File: src/rtl/alu_swap_pkg.sv
// Shared types and helpers for the nibble-swapping ALU byte queue.
package alu_swap_pkg;

    localparam int DATA_W = 8;
    localparam int NIB_W  = 4;

    typedef logic [DATA_W-1:0] byte_t;

    // Low nibble moves to the top: bit 7 comes from bit 3, bit 0 from bit 4.
    function automatic byte_t nibble_swap(input byte_t data);
        return {data[NIB_W-1:0], data[DATA_W-1:NIB_W]};
    endfunction

    function automatic logic even_parity(input byte_t data);
        return ^data;
    endfunction

endpackage

File: src/rtl/alu_nibble_swap.sv
// Combinational nibble exchange applied to bytes on their way into the queue.
module alu_nibble_swap
    import alu_swap_pkg::*;
(
    input  logic [DATA_W-1:0] data,
    input  logic              swap,
    output logic [DATA_W-1:0] swapped
);

    assign swapped = swap ? nibble_swap(data) : data;

endmodule

File: src/rtl/alu_swap_queue.sv
// Ready/valid byte FIFO with optional nibble swap at push.
// Define ALU_SWAP_QUEUE_PARITY_EN to store a per-entry even-parity bit and expose out_parity.
module alu_swap_queue
    import alu_swap_pkg::*;
#(
    parameter int DEPTH = 4
) (
    input  logic                    clk,
    input  logic                    rst,
    input  logic                    in_valid,
    output logic                    in_ready,
    input  logic [DATA_W-1:0]       in_data,
    input  logic                    in_swap,
    output logic                    out_valid,
    input  logic                    out_ready,
    output logic [DATA_W-1:0]       out_data,
`ifdef ALU_SWAP_QUEUE_PARITY_EN
    output logic                    out_parity,
`endif
    output logic [$clog2(DEPTH):0]  count
);

    localparam int PTR_W = $clog2(DEPTH);
    localparam int CNT_W = PTR_W + 1;

    logic [PTR_W-1:0] wr_ptr;
    logic [PTR_W-1:0] rd_ptr;
    byte_t            mem [DEPTH];
    byte_t            stored;
    logic             push;
    logic             pop;

    alu_nibble_swap u_swap (
        .data    (in_data),
        .swap    (in_swap),
        .swapped (stored)
    );

    // Flags derive from the registered count only, so reset clears them at once
    // and a full queue never accepts, even alongside a pop.
    assign in_ready  = count < CNT_W'(DEPTH);
    assign out_valid = count != '0;
    assign push      = in_valid && in_ready;
    assign pop       = out_valid && out_ready;
    assign out_data  = out_valid ? mem[rd_ptr] : '0;

    // Pointers are PTR_W bits wide and DEPTH is a power of two, so the
    // increment wraps DEPTH-1 -> 0 naturally.
    always_ff @(posedge clk or posedge rst) begin
        if (rst) begin
            wr_ptr <= '0;
            rd_ptr <= '0;
            count  <= '0;
        end else begin
            // NOTE: state registers use non-blocking assignment so every
            // update in this block sees pre-edge values.
            if (push) wr_ptr <= wr_ptr + 1'b1;
            if (pop)  rd_ptr <= rd_ptr + 1'b1;
            unique case ({push, pop})
                2'b10:   count <= count + 1'b1;
                2'b01:   count <= count - 1'b1;
                default: count <= count;
            endcase
        end
    end

    // NOTE: storage is deliberately left out of reset; an entry is only
    // observable once count covers it, so stale contents are harmless.
    always_ff @(posedge clk) begin
        if (push) mem[wr_ptr] <= stored;
    end

`ifdef ALU_SWAP_QUEUE_PARITY_EN
    logic par_mem [DEPTH];

    always_ff @(posedge clk) begin
        if (push) par_mem[wr_ptr] <= even_parity(stored);
    end

    assign out_parity = out_valid && par_mem[rd_ptr];
`endif

endmodule

File: config.mk
export PLATFORM = sky130hd
export DESIGN_NAME = alu_swap_queue
export DESIGN_NICKNAME = d
export VERILOG_FILES = /design/src/rtl/alu_swap_pkg.sv /design/src/rtl/alu_nibble_swap.sv /design/src/rtl/alu_swap_queue.sv
export SDC_FILE = /design/constraint.sdc
export NUM_CORES = 1
export LEC_CHECK = 0
export BUFFER_PORTS_ARGS = -buffer_cell sky130_fd_sc_hd__buf_4
export CORE_ASPECT_RATIO = 1.5
export CORE_UTILIZATION = 35
export DETAILED_ROUTE_END_ITERATION = 10
export PLACE_DENSITY = 0.57
export SLEW_MARGIN = 20
export SYNTH_ARGS = -nofsm -noshare
export SYNTH_HDL_FRONTEND = slang
export SYNTH_SLANG_ARGS = --single-unit
File: constraint.sdc
create_clock -name clk -period 2.6 [get_ports clk]
set_clock_uncertainty 0.15 [all_clocks]
set_input_delay 0.52 -clock clk [delete_from_list [all_inputs] [get_ports clk]]
set_output_delay 0.52 -clock clk [all_outputs]
set_load 0.03 [all_outputs]
==> metrics <==
setup TNS 0 ns; Most common cell on crit path buf_4; Reg area 0.00114 mm2; FMAX 427 MHz; Final Cell Area 0.00207 mm2; worst skew pair latency 0.29 ns; WP data arrival 1.67 ns; RSZ-0062 raised after global routing no; CTS tree done; H-tree depth 2; top cell type's share of synthesized area 55.5%; Hold Buf Count CTS 0; fillcell total 468; Worst setup EP type output port; syn_area_per_cell 17.3 um2; FP Rows 31; largest net degree at the start of global routing 13; PortBufs 25; Final Hold Viols 0; DRT iter0 DRCs 12; gpl congestion 0.688; final wirelength 2.84 mm; number of flops mapped to enable cells by yosys 32; library cells used by synthesis 20; Chip Height 88.2 um; Async SR Flop Fraction 17.9%; Worst Path Max Fanout 6; Tcrit/Tclk final 90.1%; clk buf depth 2; fin. max-slew vios 0; initial antenna violation count 0; leading register cell type out of synthesis edfxtp_1; Cells after Synth 100; Max Cap Viol 0; Slew @ Worst Pin 0.448 ns; fin crit period 2.34 ns; cts repair resizes 0; Yosys reg bits 39; setup repair bufs after CTS 0; Slew Limit Headroom 70.1%; residual DRC count 0; crit path kind reg -> out; GRT Residual Overflow 0; Worst-path clk slew 0.07 ns; Post-Syn Area 0.00173 mm2; crit path buf inv count 2; initial core utilization 36.0%; GRT Overall Usage 12.8%; number of global-route vias before repair 926; nets 149; # IOs 26; Pwr Density 1140 mW/mm2; Core ar. 0.00481 mm2; syn_nets 119; area growth from synthesis to layout 19.7%; antenna cell count 0; clock root cell clkbuf_8; ranking of synthesized cells by area edfxtp_1 (55%), mux4_2 (10%), dfrtp_1 (10%), mux2_2 (5.2%), and2_1 (4.7%); first-pass GRT wire length 4.51 mm; Min-Delay Path Class in -> async; routed length per instance 14.4 um; status finished, final reports clean; Yosys warning count 0; sequential share of the synthesized area 65.6%; CP Launch Type register; top cells by instance count after synthesis edfxtp_1 (32), and2_1 (13), inv_1 (8), mux2_2 (8), mux4_2 (8); leakage dissipation 0.780 nW; crit-path max cell delay 0.49 ns; CTS buffer count 5; placed cell area 0.00199 mm2; post-DP HPWL 2.01 mm; Worst EP required 1.93 ns; CTS Sinks 39; CP delay by family, top multiplexers; cell taking the most area after synthesis edfxtp_1; Routed Antenna Nets 0; fraction of layout cells with a size suffix above 1 38.9%; CP max stage cell mux4_2; routed via count 882; most instantiated library cell after synthesis edfxtp_1; multi-input logic area 532 um2; worst-case vdd ir drop 0.497 mV; CP Cell Sequence buf_4, mux4_2, and2_1, buf_4; Pwr Total 2.36 mW; drt pass-1 iters 2; die span in x 59.5 um; die footprint 0.00524 mm2; vias per cell 4.48; endpoints failing setup 0
[where the power goes]
group          switching (mW)  leakage, nW  internal, mW  total (mW)
Clock                   0.206       0.0392         0.182       0.387
Sequential             0.0843        0.373         0.817       0.902
Combinational           0.582        0.367         0.485        1.07
Total                   0.871        0.780          1.48        2.36
[through the flow]
step	util (%)	instances	setup slack [ns]	hold slack, ns
2_1_floorplan	-	100	0.480	0.173
3_3_place_gp	41.4	189	0.503	0.327
3_5_place_dp	41.4	189	0.441	0.333
4_1_cts	43.1	197	0.231	0.0142
5_1_grt	43.1	197	0.170	0.0260
6_report	43.1	197	0.258	0.00831
[path summary, 6_finish.rpt]
| kind | start | to | slack, ns | cells past startpoint |
|---|---|---|---|---|
| max | rd_ptr[0] | out_data[6] | 0.26 | 4 |
| min | rst | count[1] | 0.008 | 2 |
| max reg2reg | count[0] | count[2] | 0.45 | 8 |
| min reg2reg | count[0] | count[0] | 0.40 | 1 |
| max in group asynchronous | rst | wr_ptr[1] | 2.07 | 2 |
| min in group clk | out_ready | rd_ptr[1] | 0.39 | 3 |
[flip-flops by register name, summed over array words and instances (netlist names)]
register,cells
rd_ptr,2
count,3
mem,32
wr_ptr,2
[cell usage in the layout (no fill, tap or decap), types with 4 or more instances in the layout]
master / Yosys / routed
clkbuf_8: 0 / 5
edfxtp_1: 32 / 32
xnor2_1: 4 / 4
and2_1: 13 / 13
mux2_2: 8 / 8
mux4_2: 8 / 8
inv_1: 8 / 8
buf_4: 0 / 28
ha_1: 5 / 5
dfrtp_1: 7 / 7
[routing by layer]
layer	track usage (%)	wire length [um]
met1	13.0	1100
met2	22.4	1590
met3	4.43	91
met4	7.14	66
met5	0	0
[logic make-up after synthesis]
group           count (synthesis)  synth area share, %
flops                          39                 65.6
simple gates                   18                 6.43
mux                            17                 16.2
buf+inv                        13                 3.75
xor+xnor                        6                 3.03
fa+ha+maj                       6                 4.77
compound gates                  1                0.289
[cell type report]
| cell class | instances | share of cell area [%] |
|---|---|---|
| clock inverter | 3 | 0.724 |
| inverter | 8 | 1.45 |
| clock buffer | 5 | 3.32 |
| timing repair buffer | 28 | 10.1 |
| multi-input combinational | 48 | 25.6 |
| tap | 66 | 3.98 |
| sequential | 39 | 54.8 |
Power figures use the tool's default switching activity.
